==> src/rtl/led_pkg.sv <==
// -----------------------------------------------------------------------------
// led_pkg
//   Shared types and constants for the LED pattern sequencer.
//   mode_t  : debounced switch pair as a display mode.
//   state_t : pattern engine state.
//   PAT_*   : LED patterns loaded when a state is entered.
//   Helpers : mode-to-state mapping and per-state entry pattern.
// -----------------------------------------------------------------------------
package led_pkg;

  typedef enum logic [1:0] {
    MODE_OFF   = 2'b00,
    MODE_BLINK = 2'b01,
    MODE_CHASE = 2'b10,
    MODE_ON    = 2'b11
  } mode_t;

  typedef enum logic [1:0] {
    ST_OFF,
    ST_ON,
    ST_BLINK,
    ST_CHASE
  } state_t;

  localparam logic [3:0] PAT_ALL    = 4'b1111;
  localparam logic [3:0] PAT_NONE   = 4'b0000;
  localparam logic [3:0] PAT_CHASE0 = 4'b0001;

  function automatic state_t mode_to_state(input mode_t m);
    state_t s;
    unique case (m)
      MODE_OFF:   s = ST_OFF;
      MODE_BLINK: s = ST_BLINK;
      MODE_CHASE: s = ST_CHASE;
      default:    s = ST_ON;
    endcase
    return s;
  endfunction

  // BLINK starts lit so the first toggle turns the LEDs off.
  function automatic logic [3:0] entry_pattern(input state_t s);
    logic [3:0] p;
    unique case (s)
      ST_OFF:   p = PAT_NONE;
      ST_CHASE: p = PAT_CHASE0;
      default:  p = PAT_ALL;
    endcase
    return p;
  endfunction

endpackage

==> src/rtl/debounce.sv <==
// -----------------------------------------------------------------------------
// debounce
//   Two-flop synchroniser followed by a stability counter. The output only
//   follows the synchronised input after it has differed from the current
//   output for DB_CYCLES consecutive clocks.
//   Ports:
//     clk  in  system clock, rising edge
//     rst  in  synchronous active-high reset
//     din  in  raw asynchronous input
//     dout out debounced, registered output
// -----------------------------------------------------------------------------
module debounce
  import led_pkg::*;
#(
  parameter int DB_CYCLES = 1_000_000
) (
  input  logic clk,
  input  logic rst,
  input  logic din,
  output logic dout
);

  localparam int CW = $clog2(DB_CYCLES + 1);
  localparam logic [CW-1:0] CNT_LAST = CW'(DB_CYCLES - 1);

  logic          sync1_q, sync1_d;
  logic          sync2_q, sync2_d;
  logic          dout_q, dout_d;
  logic [CW-1:0] cnt_q, cnt_d;

  // The counter tracks how long the synced value has disagreed with the
  // accepted value; any agreement restarts the run from zero. Comparing
  // against DB_CYCLES-1 makes the update land on the DB_CYCLES-th
  // disagreeing cycle.
  always_comb begin
    sync1_d = din;
    sync2_d = sync1_q;
    dout_d  = dout_q;
    cnt_d   = '0;
    if (sync2_q != dout_q) begin
      if (cnt_q == CNT_LAST) begin
        dout_d = sync2_q;
      end else begin
        cnt_d = cnt_q + 1'b1;
      end
    end
  end

  always_ff @(posedge clk) begin
    if (rst) begin
      sync1_q <= 1'b0;
      sync2_q <= 1'b0;
      dout_q  <= 1'b0;
      cnt_q   <= '0;
    end else begin
      sync1_q <= sync1_d;
      sync2_q <= sync2_d;
      dout_q  <= dout_d;
      cnt_q   <= cnt_d;
    end
  end

  assign dout = dout_q;

endmodule

==> src/rtl/led_sequencer.sv <==
// -----------------------------------------------------------------------------
// led_sequencer
//   Debounces the two slide switches, uses them as a display mode and drives
//   four LEDs from a ticked pattern engine (off, on, blink, chase).
//   Ports:
//     clk   in   system clock, rising edge
//     rst   in   synchronous active-high reset
//     sw    in   [1:0] raw slide switches
//     led   out  [3:0] registered LED drive
//     mode  out  [1:0] current debounced mode
// -----------------------------------------------------------------------------
module led_sequencer
  import led_pkg::*;
#(
  parameter int CLK_HZ    = 100_000_000,
  parameter int TICK_HZ   = 4,
  parameter int DB_CYCLES = 1_000_000
) (
  input  logic       clk,
  input  logic       rst,
  input  logic [1:0] sw,
  output logic [3:0] led,
  output logic [1:0] mode
);

  localparam int TICK_DIV = CLK_HZ / TICK_HZ;
  localparam int PW       = $clog2(TICK_DIV);
  localparam logic [PW-1:0] PRESC_LAST = PW'(TICK_DIV - 1);

  logic [1:0]    db_sw;
  mode_t         cur_mode;
  state_t        target;
  logic          tick;

  state_t        state_q, state_d;
  logic [3:0]    led_q, led_d;
  logic [PW-1:0] presc_q, presc_d;

  debounce #(.DB_CYCLES(DB_CYCLES)) u_db0 (
    .clk  (clk),
    .rst  (rst),
    .din  (sw[0]),
    .dout (db_sw[0])
  );

  debounce #(.DB_CYCLES(DB_CYCLES)) u_db1 (
    .clk  (clk),
    .rst  (rst),
    .din  (sw[1]),
    .dout (db_sw[1])
  );

  assign cur_mode = mode_t'(db_sw);
  assign target   = mode_to_state(cur_mode);
  assign tick     = (presc_q == PRESC_LAST);

  // A mode change is seen as the debounced mode disagreeing with the current
  // state. It takes priority over a coincident tick: the pattern reloads and
  // the prescaler restarts, so the first step is a full TICK_DIV later.
  always_comb begin
    state_d = state_q;
    led_d   = led_q;
    presc_d = tick ? '0 : presc_q + 1'b1;
    if (target != state_q) begin
      state_d = target;
      led_d   = entry_pattern(target);
      presc_d = '0;
    end else if (tick) begin
      unique case (state_q)
        ST_BLINK: led_d = ~led_q;
        ST_CHASE: led_d = {led_q[2:0], led_q[3]};
        default:  led_d = led_q;
      endcase
    end
  end

  always_ff @(posedge clk) begin
    if (rst) begin
      state_q <= ST_OFF;
      led_q   <= PAT_NONE;
      presc_q <= '0;
    end else begin
      state_q <= state_d;
      led_q   <= led_d;
      presc_q <= presc_d;
    end
  end

  assign led  = led_q;
  assign mode = db_sw;

endmodule

==> config.mk <==
export PLATFORM = sky130hd
export DESIGN_NAME = led_sequencer
export DESIGN_NICKNAME = d
export VERILOG_FILES = /design/src/rtl/led_pkg.sv /design/src/rtl/debounce.sv /design/src/rtl/led_sequencer.sv
export SDC_FILE = /design/constraint.sdc
export NUM_CORES = 1
export LEC_CHECK = 0
export CAP_MARGIN = 25
export CELL_PAD_IN_SITES_DETAIL_PLACEMENT = 1
export CELL_PAD_IN_SITES_GLOBAL_PLACEMENT = 2
export CORE_MARGIN = 2
export CORE_UTILIZATION = 38
export DETAILED_ROUTE_END_ITERATION = 10
export PLACE_DENSITY = 0.88
export SYNTH_ARGS = -nofsm -noshare
export SYNTH_HDL_FRONTEND = slang
export SYNTH_HIERARCHICAL = 1
export SYNTH_SLANG_ARGS = --single-unit
==> constraint.sdc <==
create_clock -name clk -period 2.1 [get_ports clk]
set_input_delay 0.21 -clock clk [delete_from_list [all_inputs] [get_ports clk]]
set_output_delay 0.21 -clock clk [all_outputs]
set_load 0.05 [all_outputs]
Word level (Yosys, flattened, before mapping)

Index checks and enable logic that the tools add are counted.

Register bits: 77
Output and inout port bits: 6
Word-level logic and storage cells: 43

$add $sub $neg: 3
Equal/unequal tests: 11
Mux-type cells: 5
Bitwise logic cells: 3
Reductions and logical operators: 10

Operators with widths:

| operator              | count |
|---|---|
| $add 20x1->20 const B | 2 |
| $eq 20x20->1 const B  | 2 |
| $add 25x1->25 const B | 1 |
| $eq 25x25->1 const B  | 1 |
| $pmux 4 s2            | 2 |
| $reduce_or 3->1       | 3 |
| $eq 2x2->1 const B    | 4 |
| $mux 4                | 2 |
| $pmux 2 s3            | 1 |
| $reduce_and 2->1      | 3 |
| $logic_not 2->1       | 2 |
| $not 4->4             | 1 |
| $reduce_bool 3->1     | 1 |
| $eq 2x1->1 const B    | 1 |
| $ne 1x1->1            | 2 |
| $ne 2x2->1            | 1 |
| $not 1->1             | 2 |
| $reduce_bool 2->1     | 1 |

Depth between registers and ports, before layout

Gate-level depths: netlist of run 1.

Word-level depth: 5
Gate-level depth with buffers: 10
Mapped depth without buffers: 7

Hierarchy

The synthesis of run 1 kept the hierarchy.

By module, submodules not included:

| module        | times used | cells an instance | area an instance (µm²) | seq. area each (µm²) |
|---|---|---|---|---|
| debounce      | 2          | 117               | 1029.7                 | 460.4 |
| led_sequencer | 1          | 198               | 1605.3                 | 620.6 |

Worst setup path before layout of run 1

No wires, ideal clock.

Kind: reg-to-reg
Start point: register u_db0.dout_q (netlist: u_db0/dout)
End point: register presc_q[10]
Setup time: 0.064 ns
Arrival time: 2.250 ns
Data required time: 2.036 ns
Setup slack: -0.214 ns
Stages on the path, launching flop included: 10
Period minus slack after synthesis: 2.314 ns
Cell sequence: dfxtp_1 -> inv_1 -> ha_1 -> or3_1 -> a21oi_2 -> o31a_1 -> nand2b_1 -> buf_2 -> buf_2 -> nor2_1

Longest elaborated chain between the ends: 4
Elaborated cells between the ends (all ways): 6

RTL lines:

| what                                     | RTL line            | source |
|---|---|---|
| from (decl)                              | debounce.sv:28      | `logic dout_q, dout_d;` |
| from (signal assigned)                   | debounce.sv:58      | `dout_q <= dout_d;` |
| $eq 2x2->1, or another cell as far along | led_pkg.sv:31       | `unique case (m)` |
| $pmux 2 s3 *                             | led_pkg.sv:31       |  |
| $ne 2x2->1 *                             | led_sequencer.sv:64 | `if (target != state_q) begin` |
| $reduce_or 3->1 (no line) *              | n/a                 |  |
| to (signal assigned)                     | led_sequencer.sv:85 | `presc_q <= presc_d;` |
| to (decl)                                | led_sequencer.sv:37 | `logic [PW-1:0] presc_q, presc_d;` |

Mark *: on every way between the ends. The rest lies on a longest branch, timed or not.
A chain may end at the register's enable or synchronous reset.

Worst setup path after layout of run 1

Start point: register presc_q[0]
End point: register led_q[0] (netlist: led[0])

Longest elaborated chain between the ends: 3

RTL lines:

| what                        | RTL line            | source |
|---|---|---|
| $eq 25x25->1                | led_sequencer.sv:55 | `assign tick = (presc_q == PRESC_LAST);` |
| $reduce_bool 2->1 (no line) | n/a                 |  |
| $reduce_and 2->1 (no line)  | n/a                 |  |
| to (signal assigned)        | led_sequencer.sv:84 | `led_q <= led_d;` |
| to (decl)                   | led_sequencer.sv:36 | `logic [3:0] led_q, led_d;` |

Every way passes these cells.

==> results_dict.tcl, run 1 <==
set metrics [dict create \
    status "finished, final reports clean" \
    grt_pass1_vias 2956 \
    nets 453 \
    final_hold_viol_count 0 \
    setup_viol 0 \
    worstSetupPathType "reg -> reg" \
    layout-drive-gt1-share 0.0828 \
    critPathCaptureType "flop" \
    synth_warnings 6 \
    fin_util 0.444 \
    fin_crit_sh 0.918 \
    p_leak_nw 1.29 \
    via_count 3024 \
    required_ns 2.37 \
    hold-path-cell-count 2 \
    clkTransAtPathRegs_ns 0.08 \
    reg2reg_depth 6 \
    final_cell_count_no_fill 576 \
    drc 0 \
    worst-path-max-fanout 5 \
    fin_skew_ns 0.00896 \
    via_per_inst 5.25 \
    yosysSeqAreaShare 0.421 \
    antennaDiodeCount 0 \
    numCtsBuffers 9 \
    finalInstanceArea_um2 4120 \
    synth.avg_cell_area_um2 8.48 \
    cts_tree "yes" \
    io_pins 10 \
    syn-num-nets 442 \
    firstDrtPassIters 6 \
    synth_area_um2 3660 \
    gp_congestion 0.800 \
    grt_antenna_before_repair 0 \
    dp_cells 559 \
    io_buffer_count 9 \
    cts_sinks 77 \
    syn_inst 432 \
    grt_setup_unrepaired "no" \
    die_w_um 102 \
    cp-start-kind "flop" \
    fin_setup_tns_ns 0 \
    holdWs_ns 0.416 \
    dieArea_um2 10400 \
    ant_nets 0 \
    synth_cell_types 44 \
    peakVddDrop_v 0.000377 \
    wl_per_cell_um 13.8 \
    hpwl_mm 5.59 \
    final_common_cell "dfxtp_1" \
    regArea_um2 1550 \
    synth_area_leader_cell "dfxtp_1" \
    maxCapViolations 0 \
    worst_pin_slew_ns 0.538 \
    synthTopCellsByArea "dfxtp_1 (42%), xnor2_1 (7.9%), nor2_1 (6.8%), xor2_1 (4.5%), nand3_1 (4.2%)" \
    hold_path.class "in -> reg" \
    grt_use_total 0.166 \
    start_util 0.395 \
    fillers 1147 \
    cp_data_arrival_time_ns 2.19 \
    final_cell_mix "dfxtp_1 (75), nor2_1 (66), xnor2_1 (33)" \
    grt_pass1_wl_mm 13.7 \
    slew_viol_final 0 \
    ys_seq_elements 77 \
    power.density_nw_per_um2 649 \
    overflow 0 \
    synthToLayoutAreaGrowth_pct 12.5 \
    multi_input_area_um2 1980 \
    grt_max_degree 26 \
    clk_latency_ns 0.35 \
    rows 35 \
    clockRootBuffer "clkbuf_8" \
    dpl_cell_area_um2 3900 \
    first_iter_violations 40 \
    die_h_um 102 \
    wl_mm 7.95 \
    coreArea_um2 9280 \
    cts_hold_buf 0 \
    htree_levels 3 \
    relSlewSlack 0.640 \
    synth_top_cell_area_share 0.421 \
    final.min_clock_period_ns 1.93 \
    fmax_mhz 519 \
    cts_max_path_buffers 2 \
]
what timing repair did:
action	in CTS	in global routing
gates resized for setup	0	2
setup buffers	0	2
endpoints found under the setup margin	0	26
routing by layer:
metal,track usage,vias to the layer above,wire (um)
li1,-,1518,-
met5,0,-,0
met4,0.0626,0,61
met1,0.210,1472,3900
met3,0.0479,6,230
met2,0.269,28,3760
worst max-delay path, stage by stage (launching register included):
cell,delay [ns]
dfxtp_1,0.38
ha_1,0.20
nand3_1,0.17
nand4bb_1,0.28
o31a_1,0.32
or2_4,0.28
a211oi_1,0.21
power breakdown:
| group | switching [mW] | internal, mW |
|---|---|---|
| Clock | 0.541 | 0.611 |
| Sequential | 0.00777 | 1.47 |
| Combinational | 0.0278 | 0.0207 |
| Total | 0.576 | 2.10 |
state kept, by name (all words and copies together), names as in the netlist:
name,cells
u_db1/sync1_q,1
u_db1/sync2_q,1
u_db0/sync1_q,1
u_db0/dout,1
u_db1/dout,1
state_q,2
u_db0/cnt_q,20
presc_q,25
u_db1/cnt_q,20
led,4
u_db0/sync2_q,1
area by class of cell:
class,count,area share
Multi-Input combinational cell,320,0.481
Sequential cell,77,0.375
Timing Repair Buffer,20,0.0428
Tap cell,129,0.0392
Clock buffer,12,0.0376
Inverter,15,0.0137
Clock inverter,3,0.0106
worst paths after layout:
path / endpoint / startpoint / slack [ns]
worst max-delay path: led[0] / presc_q[0] / 0.17
worst min-delay path: u_db1/sync1_q / sw[1] / 0.42
worst max register to register: led[0] / presc_q[0] / 0.17
worst min register to register: u_db1/sync2_q / u_db1/sync1_q / 0.44
cells in the mapped netlist (all sizes together):
| library cell | n |
|---|---|
| nor3b | 2 |
| dfxtp | 77 |
| inv | 15 |
| nand2b | 1 |
| and2 | 1 |
| nand3 | 31 |
| nand2 | 22 |
| o22ai | 1 |
| a31o | 2 |
| nor4b | 5 |
| a31oi | 3 |
| ha | 6 |
| o211a | 1 |
| or3 | 9 |
| nor2 | 66 |
| or2 | 1 |
| o32ai | 1 |
| a21oi | 13 |
| buf | 7 |
| xor2 | 19 |
| a22oi | 1 |
| a211oi | 5 |
| clkbuf | 13 |
| nand4bb | 5 |
| nand4 | 13 |
| and4 | 3 |
| nor3 | 15 |
| o21ai | 21 |
| o31a | 1 |
| nor4 | 9 |
| nor2b | 10 |
| o31ai | 4 |
| xnor2 | 33 |
| and3 | 10 |
| or4 | 4 |
| o21bai | 2 |
metrics by stage:
stage          total power [mW]  worst slack [ns]
2_1_floorplan              1.54            0.0564
3_3_place_gp               1.56             0.196
3_5_place_dp               1.56            0.0989
4_1_cts                    2.73            0.0855
5_1_grt                    2.80            0.0133
6_report                   2.68             0.173
logic make-up after synthesis:
group,after synthesis,synth area share
and+or+nand+nor,207,0.303
adders and majority gates,6,0.0205
DFF,77,0.421
buffers and inverters,35,0.0403
xor gates and xnor gates,52,0.124
AOI/OAI and AO/OA,55,0.0912
No activity file was read; power rests on OpenSTA's default activity.
==> inputs of run 2 (changes only) <==
CORE_UTILIZATION = 34   (was 38)
PLACE_DENSITY = 0.84   (was 0.88)
SETUP_SLACK_MARGIN = 0.1   (was default)
clock period = 1.7 ns   (was 2.1 ns; I/O delays follow)
==> run 2 against run 1 <==
  * Clock power up 17%
  * Routed wire length up 15%
  * The run now ends with setup timing left
  * Clock skew up 0.0026 ns
  * Die area up 11%
  * Critical endpoint is now led[2]
  * Critical path depth up 2
  * First-iteration DRC count up 75%
  * Register-to-register slack worse by 0.29 ns
  * Global-route usage up 0.35 points
  * Combinational power up 100%
  * Sequential share of layout area down 4.5 points
  * Utilization up 2.2 points
  * Largest power group unchanged
==> results_dict.tcl, run 2 (synthesis results as in run 1) <==
set metrics [dict create \
    p_comb_frac 0.030 \
    overflow 0 \
    via_count 3234 \
    top_regs "presc_q x25, u_db0/cnt_q x20, u_db1/cnt_q x20" \
    finalInstanceArea_um2 4850 \
    worst_pin_slew_ns 0.437 \
    required_ns 1.94 \
    synthToLayoutAreaGrowth_pct 32.3 \
    fin_util 0.465 \
    cts_max_path_buffers 2 \
    start_util 0.352 \
    drc 0 \
    fin_crit_sh 1.07 \
    final.min_clock_period_ns 1.82 \
    crit_chain "inv_4, ha_4, or3_4, a21oi_4, o31a_1, buf_6, or2_4, o21ai_1" \
    dieArea_um2 11600 \
    final_hold_viol_count 0 \
    cp_data_arrival_time_ns 2.06 \
    hold-path-cell-count 2 \
    clk_latency_ns 0.35 \
    netSwitchingFraction 0.238 \
    peakVddDrop_v 0.000376 \
    cts_tree "yes" \
    numCtsBuffers 9 \
    slew_viol_final 0 \
    place_ws_ns -0.156 \
    clkTransAtPathRegs_ns 0.09 \
    nets 501 \
    grt_max_degree 21 \
    p_leak_nw 1.59 \
    coreArea_um2 10400 \
    io_pins 10 \
    grt_use_total 0.169 \
    top_register "presc_q" \
    antennaDiodeCount 0 \
    setup_viol 29 \
    min_from "sw[1]" \
    final_common_cell "buf_4" \
    gp_congestion 0.752 \
    grt_antenna_before_repair 0 \
    relSlewSlack 0.706 \
    largest_reg_flops 25 \
    cp_slowest_stage_delay_ns 0.39 \
    fin_ws_ns -0.116 \
    clockRootBuffer "clkbuf_8" \
    die_w_um 108 \
    cp.depth 8 \
    cp-start-kind "flop" \
    power.total_mw 3.25 \
    rrSetupSlack_ns -0.12 \
    maxCapViolations 0 \
    worst-path-buf-inv 2 \
    worst-path-max-fanout 4 \
    slowest_stage "or3_4" \
    switchingPower_uw 772 \
    hold_path.class "in -> reg" \
    fmax_mhz 551 \
    pwr-share-clk 0.413 \
    violations "setup timing" \
    cts_hold_buf 0 \
    reg2reg_to "led[2]" \
    reg2reg_depth 8 \
    final_cell_count_no_fill 632 \
    htree_levels 3 \
    rows 37 \
    via_per_inst 5.12 \
    final_cell_mix "buf_4 (61), nor2_1 (50), dfxtp_1 (50)" \
    firstDrtPassIters 4 \
    wl_mm 9.18 \
    hpwl_mm 6.18 \
    grt_setup_unrepaired "yes" \
    critPathTopFamily "simple AND/OR/NAND/NOR gates" \
    wl_per_cell_um 14.5 \
    io_buffer_count 9 \
    fin_skew_ns 0.0116 \
    power.density_nw_per_um2 670 \
    dpl_cell_area_um2 4280 \
    holdPathEnd "u_db1/sync1_q" \
    critPathCaptureType "flop" \
    status "finished with violations" \
    first_iter_violations 70 \
    ant_nets 0 \
    p_seq_frac 0.557 \
    layout-drive-gt1-share 0.339 \
    p_int_mw 2.48 \
    cts_sinks 77 \
    grt_pass1_vias 3323 \
    dp_cells 608 \
    die_h_um 108 \
    worstSetupPathType "reg -> reg" \
    timing.rr.start "u_db0/dout" \
    grt_pass1_wl_mm 15.7 \
]
run 2: cell count changes in the layout (fill, tap and decap cells not counted), moves of 10 or more:
cell	previous run	this run
nor2_2	0	16
dfxtp_1	75	50
nor2_1	66	50
dfxtp_2	1	16
buf_4	10	61
dfxtp_4	1	11
run 2: cell type report:
type / instances / area [um2]
fillers: 1218 / 5570
multi-input cells: 320 / 2260
flip-flops and latches: 77 / 1600
repair buffers: 68 / 567
well taps: 136 / 170
clock buffers: 11 / 153
inverters: 15 / 58.8
clock inverters: 5 / 40.0
run 2: power by group through the flow:
| stage | combinational [mW] | sequential [mW] | clock, mW |
|---|---|---|---|
| after floorplan | 0.0440 | 1.86 | 0 |
| after global placement | 0.0761 | 1.86 | 0 |
| after detailed placement | 0.0800 | 1.86 | 0 |
| after CTS | 0.0973 | 1.82 | 1.41 |
| after global routing | 0.108 | 1.81 | 1.46 |
| final | 0.0974 | 1.81 | 1.34 |
run 2: metrics by stage:
| stage | TNS [ns] | hold slack, ns |
|---|---|---|
| after floorplan | -3.84 | 0.229 |
| after global placement | -0.271 | 0.425 |
| after detailed placement | -2.25 | 0.429 |
| after CTS | -3.41 | 0.334 |
| after global routing | -4.78 | 0.336 |
| final | -2.58 | 0.358 |
run 2: worst register-to-register path: stages (launching register included):
cell     delay [ns]
dfxtp_4        0.37
inv_4          0.05
ha_4           0.15
or3_4          0.39
a21oi_4        0.17
o31a_1         0.24
buf_6          0.14
or2_4          0.14
o21ai_1        0.07
run 2: routing by layer:
layer  vias up  part of all wire  track usage
met1      1576              0.45        0.205
met4         0             0.013       0.0559
met2        22              0.52        0.296
met5         -                 0            0
met3         9             0.018       0.0369
li1       1627                 -            -
run 2: worst max path at each step:
| stage | start | end |
|---|---|---|
| after floorplan | u_db0/dout | presc_q[10] |
| after global placement | presc_q[0] | presc_q[20] |
| after detailed placement | presc_q[0] | presc_q[20] |
| after CTS | u_db0/dout | led[0] |
| after global routing | u_db0/dout | led[3] |
| final | u_db0/dout | led[2] |
run 2: timing repair:
| item | CTS | global route |
|---|---|---|
| setup endpoints to repair | 43 | 62 |
| cloned | 1 | 0 |
| buffers inserted | 2 | 5 |
| pin swaps | 9 | 5 |
| resized for setup | 43 | 47 |
